$ cat config.mk
export PLATFORM = sky130hd
export DESIGN_NAME = instruction_fetch
export DESIGN_NICKNAME = d
export VERILOG_FILES = /design/src/rtl/fetch_pkg.sv /design/src/rtl/fetch_fifo.sv /design/src/rtl/instruction_fetch.sv
export SDC_FILE = /design/constraint.sdc
export NUM_CORES = 1
export LEC_CHECK = 0
export ABC_AREA = 1
export BUFFER_PORTS_ARGS = -buffer_cell sky130_fd_sc_hd__buf_4
export CAP_MARGIN = 20
export CORE_MARGIN = 4
export CORE_UTILIZATION = 53
export DETAILED_ROUTE_END_ITERATION = 16
export PLACE_DENSITY = 0.78
export REMOVE_ABC_BUFFERS = 1
export SETUP_SLACK_MARGIN = 0.3
export SYNTH_ARGS = -nofsm -noshare
export SYNTH_HDL_FRONTEND = slang
export SYNTH_SLANG_ARGS = --single-unit
$ cat constraint.sdc
create_clock -name clk -period 7.9 [get_ports clk]
set_input_delay 2.37 -clock clk [delete_from_list [all_inputs] [get_ports clk]]
set_output_delay 2.37 -clock clk [all_outputs]
set_load 0.005 [all_outputs]
$ cat src/rtl/fetch_pkg.sv
// fetch_pkg: shared constants and the buffered fetch entry type for the fetch stage
package fetch_pkg;
  localparam int PC_STEP = 4;
  localparam int FETCH_FIFO_DEPTH = 2;
  typedef struct packed {
    logic [31:0] pc;
    logic [31:0] instruction;
  } fetch_entry_t;
endpackage

$ cat src/rtl/fetch_fifo.sv
// fetch_fifo: small circular buffer of fetched {pc, instruction} entries with flush
//   clk, reset (async active-low) | push/din: write tail | pop: drop head
//   flush: empty the buffer (wins over push/pop) | head: oldest entry | count: occupancy
//   Push and pop in the same cycle are legal when full.
module fetch_fifo import fetch_pkg::*; #(
  parameter int DEPTH = FETCH_FIFO_DEPTH,
  localparam int AW = DEPTH > 1 ? $clog2(DEPTH) : 1,
  localparam int CW = $clog2(DEPTH + 1)
) (
  input  logic          clk,
  input  logic          reset,
  input  logic          push,
  input  logic          pop,
  input  logic          flush,
  input  fetch_entry_t  din,
  output fetch_entry_t  head,
  output logic [CW-1:0] count
);
  fetch_entry_t mem [DEPTH];
  logic [AW-1:0] rd_q, wr_q;
  logic [CW-1:0] count_q;
  function automatic logic [AW-1:0] nxt(input logic [AW-1:0] p);
    return p == AW'(DEPTH - 1) ? '0 : p + 1'b1;
  endfunction
  always_ff @(posedge clk or negedge reset)
    if (!reset) begin
      rd_q <= '0;
      wr_q <= '0;
      count_q <= '0;
    end else if (flush) begin
      rd_q <= '0;
      wr_q <= '0;
      count_q <= '0;
    end else begin
      if (push) wr_q <= nxt(wr_q);
      if (pop) rd_q <= nxt(rd_q);
      count_q <= count_q + CW'(push) - CW'(pop);
    end
  always_ff @(posedge clk)
    if (push && !flush) mem[wr_q] <= din;
  assign head = mem[rd_q];
  assign count = count_q;
endmodule

$ cat src/rtl/instruction_fetch.sv
// instruction_fetch: PC owner feeding a synchronous imem and a 2-entry decode buffer
//   clk, reset (async active-low) | imem_address/imem_instruction: memory side
//   redirect/redirect_target: branch/jump PC load with flush
//   if_valid/if_ready/if_pc/if_instruction: handshake to decode (pc/instr read 0 when empty)
//   FETCH_ALIGN_CHECK_EN: adds sticky fetch_misaligned; misaligned redirect halts fetch.
//   Without it the target's low two bits are ignored.
module instruction_fetch import fetch_pkg::*; #(
  parameter int              BITS     = 32,
  parameter logic [BITS-1:0] RESET_PC = '0
) (
  input  logic            clk,
  input  logic            reset,
  output logic [BITS-1:0] imem_address,
  input  logic [BITS-1:0] imem_instruction,
  input  logic            redirect,
  input  logic [BITS-1:0] redirect_target,
`ifdef FETCH_ALIGN_CHECK_EN
  output logic            fetch_misaligned,
`endif
  output logic            if_valid,
  input  logic            if_ready,
  output logic [BITS-1:0] if_pc,
  output logic [BITS-1:0] if_instruction
);
  localparam int CW = $clog2(FETCH_FIFO_DEPTH + 1);
  localparam int OW = CW + 1;
  logic [BITS-1:0] pc_q, req_pc_q, target;
  logic req_valid_q, pop, issue, halted;
  logic [CW-1:0] count;
  logic [OW-1:0] occupancy;
  fetch_entry_t head;
`ifdef FETCH_ALIGN_CHECK_EN
  logic misaligned_q;
  assign target = redirect_target;
  assign halted = misaligned_q;
  assign fetch_misaligned = misaligned_q;
  always_ff @(posedge clk or negedge reset)
    if (!reset) misaligned_q <= 1'b0;
    else if (redirect && redirect_target[1:0] != 2'b00) misaligned_q <= 1'b1;
`else
  assign target = redirect_target & ~BITS'(3);
  assign halted = 1'b0;
`endif
  assign pop = if_valid & if_ready;
  // Credit check: entries held after this edge, counting the response still in flight.
  assign occupancy = {1'b0, count} + OW'(req_valid_q) - OW'(pop);
  assign issue = !halted && occupancy < OW'(FETCH_FIFO_DEPTH);
  always_ff @(posedge clk or negedge reset)
    if (!reset) begin
      pc_q <= RESET_PC;
      req_valid_q <= 1'b0;
      req_pc_q <= '0;
    end else if (redirect) begin
      pc_q <= target;
      req_valid_q <= 1'b0;
    end else if (issue) begin
      pc_q <= pc_q + BITS'(PC_STEP);
      req_valid_q <= 1'b1;
      req_pc_q <= pc_q;
    end else begin
      req_valid_q <= 1'b0;
    end
  // A redirect drops the response arriving this edge along with the buffered entries.
  fetch_fifo #(.DEPTH(FETCH_FIFO_DEPTH)) u_fifo (
    .clk   (clk),
    .reset (reset),
    .push  (req_valid_q & ~redirect),
    .pop   (pop),
    .flush (redirect),
    .din   (fetch_entry_t'{pc: req_pc_q, instruction: imem_instruction}),
    .head  (head),
    .count (count)
  );
  assign imem_address = pc_q;
  assign if_valid = count != '0;
  assign if_pc = if_valid ? head.pc : '0;
  assign if_instruction = if_valid ? head.instruction : '0;
endmodule

## Word level (Yosys, flattened, before mapping)

Memory sizes are Yosys's and may differ from the RTL's.
Cells that the tools add are included.

| word-level totals | value |
|---|---|
| register bits after elaboration | 69 |
| bits in writable memories | 128 |
| bits of input ports | 68 |
| output and inout bits | 97 |
| word-level logic and storage cells | 40 |
| memories kept | 1 |

Memories:

| memory | depth | bits a word | rd ports | clocked after memory_dff | write ports | line | text |
|---|---|---|---|---|---|---|---|
| u_fifo.mem | 2 | 64 | 1 | 0 | 1 | fetch_fifo.sv:19 | `fetch_entry_t mem [DEPTH];` |

| operators by class | value |
|---|---|
| $add $sub $neg | 7 |
| order comparisons | 1 |
| mux-type cells | 15 |
| bitwise logic cells | 3 |
| reduce and logical (&&, ||, !) cells | 7 |

Operator list:

| cell | number |
|---|---|
| 32-bit two-way mux | 4 |
| 32-bit by 3-bit adder with 32-bit output, second input constant | 1 |
| 1-bit two-way mux | 10 |
| 2-bit nonzero test | 4 |
| 2-bit by 1-bit adder with 3-bit output | 1 |
| 3-bit by 2-bit < comparator with 1-bit output, second input constant | 1 |
| 3-bit by 1-bit subtractor with 3-bit output | 1 |
| 1-bit adder, second input constant | 2 |
| 2-bit by 1-bit adder with 2-bit output | 1 |
| 1-bit AND | 2 |
| 2-bit two-way mux | 1 |
| 2-bit AND reduction | 1 |
| 2-bit by 1-bit subtractor with 2-bit output | 1 |
| 1-bit logical AND | 1 |
| 1-bit zero test | 1 |
| 1-bit NOT | 1 |

## Longest topological paths before layout

| depth | value |
|---|---|
| word-level depth | 6 |
| depth in mapped cells | 15 |
| depth with buffers taken out | 14 |

## Hierarchy

A second synthesis with hierarchy kept.

| second synthesis, totals | value |
|---|---|
| cells, all modules | 822 |
| area, all modules | 8,957.3 sq um |

By module, submodules not included:

| module | instances | cells an instance | area each (sq um) |
|---|---|---|---|
| fetch_fifo | 1 | 226 | 4,984.8 |
| instruction_fetch | 1 | 596 | 3,972.6 |

## Worst setup path after synthesis

OpenSTA, ideal clock, no wires.

| timing path | value |
|---|---|
| path type | input -> register |
| from | input redirect |
| to | memory u_fifo.mem[0][0] in the netlist's numbering, enable pin |
| setup time | 0.483 ns |
| data arrival time | 5.481 ns |
| data required time | 7.417 ns |
| setup slack | 1.936 ns |
| stages | 5 |
| cell sequence | buf_4 -> inv_2 -> buf_4 -> nand2_1 -> nor2_1 |

| on the way | value |
|---|---|
| word-level cells in the longest chain between the ends | 5 |
| elaborated cells between the ends (all ways) | 6 |
| those cells by class | mux (2); bitwise (2); reduce/logical (2) |

Ends and longest elaborated chain:

| what | line | text |
|---|---|---|
| start: declaration | instruction_fetch.sv:15 | `input logic redirect,` |
| 1-bit NOT (no source line) | -- |  |
| 1-bit AND | instruction_fetch.sv:67 | `.push (req_valid_q & ~redirect),` |
| 1-bit logical AND * | fetch_fifo.sv:40 | `if (push && !flush) mem[wr_q] <= din;` |
| 1-bit two-way mux * | fetch_fifo.sv:40 |  |
| 1-bit two-way mux (not written as such) * | fetch_fifo.sv:40 |  |
| end: declaration | fetch_fifo.sv:19 |  |

Every way passes the cells marked *; elsewhere a longest branch is shown, timed or not.

## Worst setup path in the final report

| timing path | value |
|---|---|
| from | register u_fifo.rd_q |
| to | output if_pc[17] |

| on the way | value |
|---|---|
| word-level cells in the longest chain between the ends | 2 |

Ends and longest elaborated chain:

| what | line | text |
|---|---|---|
| start: declaration | fetch_fifo.sv:20 | `logic [AW-1:0] rd_q, wr_q;` |
| start signal: assignment | fetch_fifo.sv:36 | `if (pop) rd_q <= nxt(rd_q);` |
| memory 2 x 64 bit | -- |  |
| 32-bit two-way mux | instruction_fetch.sv:76 | `assign if_pc = if_valid ? head.pc : '0;` |
| end: declaration | instruction_fetch.sv:22 | `output logic [BITS-1:0] if_pc,` |

Every way passes these cells.

==> out/results.tsv <==
stage	metric	value	unit
status	status	finished, final reports clean	
power	power.total	3.664	mW
timing	worst_slew_pin_slew	0.9763	ns
floorplanning	start_util	54.36	%
cts	clock_tree.root_cell	clkbuf_16	
timing	setup_violations	0	
power	peakVddDrop	0.0001936	V
hold_path	hp-class	reg2reg	
setup_path	crit_fanout	65	
setup_path	reg2reg_setup_slack	4.82	ns
logic_synthesis	synthArstFlopShare	34.39	%
timing	relSlewSlack	34.84	%
floorplanning	fp-row-count	45	
power	p_seq_share	41.9	%
layout	stdcell_count	1214	
power	power.share.clock	22.7	%
logic_synthesis	synthFlopType	edfxtp_1	
setup_path	endpoint_kind	output pin	
setup_path	slowest_stage	buf_4	
setup_path	cp.arrival	2.44	ns
route	ant_nets	0	
power	p_per_area	358.2	nW/µm²
timing	finClkSkew	0.006579	ns
cts	cts_buffers	17	
route	drtIter0Drc	377	
floorplanning	die_w	133.3	µm
logic_synthesis	syn_area_per_cell	9.841	µm²
cts	cts_setup_buffers	0	
setup_path	crit_top_cell	buf_4	
layout	fin_util	66.80	%
placement	dp_cells	1181	
setup_path	critPathLaunchType	flop	
route	vias	6228	
logic_synthesis	synth_most_common_cell	nand2_1	
placement	dp_hpwl	11810	µm
power	sw_frac_of_total	37.30	%
cts	clock_latency	0.43	ns
logic_synthesis	synth_top_area_share	44.72	%
placement	place_area	9628	µm²
power	switchingPower	1.367	mW
floorplanning	ioPinCount	165	
setup_path	cp_top_family	buffers and inverters	
global_route	grt_first_pass_wirelength	30250	µm
setup_path	r2r-start	u_fifo.count[1]$_DFF_PN0_	
cts	cts_tree	done	
cts	cts_resized	0	
layout	drive_gt1_share	22.43	%
cts	clockBufferDepth	2	
cts	clk_pin_slew_worst_paths	0.07	ns
floorplanning	fp.coreArea	15310	µm²
layout	antenna_cells	0	
setup_path	reg2reg_to	imem_address[5]$_DFFE_PN0P_	
logic_synthesis	synthCells	846	
setup_path	path_cells	buf_4, inv_2, buf_12, nand2_1, a21oi_1, buf_4	
route	route.detailed.drc	0	
timing	setup_tns	0	ns
placement	portBuffers	158	
setup_path	crit_start	u_fifo.rd_q$_DFFE_PN0P_	
timing	period_needed	4.811	ns
global_route	grt_use_total	21.44	%
logic_synthesis	synth_edf_count	124	
power	internal_power	2.298	mW
logic_synthesis	synth_top_cells_by_area	edfxtp_1, dfrtp_1, nand2_1	
global_route	grt_pass1_vias	6039	
global_route	grt_max_degree	81	
layout	stdcell_area	10230	µm²
power	p_comb_share	35.4	%
placement	gp_congestion	0.8205	
floorplanning	die_y	133.3	µm
setup_path	critPathMaxStageDelay	0.57	ns
timing	hold_viol	0	
logic_synthesis	ys_ff_latch	189	
setup_path	path_depth	6	
flow_run	max_cap_viol_count	0	
setup_path	required	5.53	ns
setup_path	ff2ff_path_depth	10	
setup_path	cp_num_buf_inv	4	
logic_synthesis	yosysWarnings	0	
logic_synthesis	seq_area_frac_synth	64.26	%
logic_synthesis	synth_largest_area_cell	edfxtp_1	
timing	rsz0062_at_grt	no	
route	firstDrtPassIters	5	
timing	drv_slew	0	
logic_synthesis	synth_common_cells	nand2_1, edfxtp_1, a21oi_1	
setup_path	crit_path_end	if_pc[17]	
route	viasPerCell	5.130	
cts	cts_hold_buf	0	
power	leakagePower	4.373	nW
global_route	grt-ovfl-total	0	
floorplanning	die_area	17780	µm²
setup_path	crit_type	reg2out	
cts	numClockSinks	189	
logic_synthesis	synth_cell_types	32	
route	routedWlPerCell	15.44	µm
global_route	antenna_found_initial	0	
timing	fmax	0.2079	GHz
layout	area_growth	22.87	%
timing	period_share	60.89	%
layout	nNetsFinal	1061	
logic_synthesis	syn-cell-area	8325	µm²
route	routed_wl	18750	µm
cts	cts.htree.levels	4	
[layer usage]
| layer | GRT usage, % | share of wire [%] | vias up |
|---|---|---|---|
| li1 | - | - | 3074 |
| met1 | 29.28 | 43 | 2949 |
| met2 | 35.67 | 49 | 192 |
| met3 | 3.852 | 6.2 | 13 |
| met4 | 6.114 | 1.0 | 0 |
| met5 | 0 | 0 | - |
[cell type report]
| type | count | area, µm² |
|---|---|---|
| clock inverters | 14 | 131.4 |
| inverters | 58 | 217.7 |
| clock buffers | 18 | 450.4 |
| flip-flops and latches | 189 | 5351 |
| well taps | 211 | 264.0 |
| multi-input cells | 561 | 2579 |
| fillers | 1238 | 5085 |
| repair buffers | 163 | 1236 |
[power by group through the flow]
stage | Combinational (mW) | Clock, mW | Sequential [mW]
3_5_place_dp | 1.30 | 0 | 1.55
6_report | 1.30 | 0.831 | 1.54
2_1_floorplan | 0.700 | 0 | 1.53
4_1_cts | 1.31 | 0.844 | 1.53
3_3_place_gp | 1.27 | 0 | 1.54
5_1_grt | 1.47 | 0.878 | 1.57
[sequential cells by signal, indices dropped and copies added (netlist names)]
signal	cells
req_valid_q	1
u_fifo.count	2
u_fifo.mem	124
u_fifo.rd_q	1
u_fifo.wr_q	1
imem_address	30
req_pc_q	30
[per-stage QoR]
step | setup slack (ns) | hold slack [ns]
floorplan | 2.037 | 0.4421
global placement | 2.933 | 0.4486
detailed placement | 2.898 | 0.4546
CTS | 2.819 | 0.4719
global route | 2.919 | 0.4835
finish | 3.089 | 0.4747
[cells in the final DEF, fill, tap and decap left out, drive strengths merged]
cell type and n:
clkinvlp 2, edfxtp 124, clkinv 6, bufinv 1, clkbuf 18, nand3 61, nand4 5, nor2 71
conb 4, inv 63, ha 2, a31oi 1, or2 1, nand2 292, o21ai 31, a21boi 1
nand3b 8, xnor2 4, xor2 5, nor3 2, dfrtp 65, o211ai 4, fa 1, buf 163
a21oi 68
[worst min path at each step]
stage	startpoint	to	slack, ns	cells past startpoint
after floorplan	req_pc_q[15]$_DFFE_PN0P_	u_fifo.mem[0][47]$_DFFE_PP_	0.44	0
after global placement	req_pc_q[18]$_DFFE_PN0P_	u_fifo.mem[1][50]$_DFFE_PP_	0.45	0
after detailed placement	req_pc_q[20]$_DFFE_PN0P_	u_fifo.mem[0][52]$_DFFE_PP_	0.45	0
after CTS	req_pc_q[20]$_DFFE_PN0P_	u_fifo.mem[1][52]$_DFFE_PP_	0.47	0
after global routing	req_pc_q[3]$_DFFE_PN0P_	u_fifo.mem[1][35]$_DFFE_PP_	0.48	0
final	req_pc_q[25]$_DFFE_PN0P_	u_fifo.mem[0][57]$_DFFE_PP_	0.47	0
[cells by family after synthesis]
logic type / share of synthesized area, %
simple gates: 22.59
xor+xnor: 0.9467
fa+ha+maj: 0.5410
buf+inv: 5.140
flops: 64.26
compound gates: 6.477
other cells: 0.04504
(Power assumes the default switching activity.)
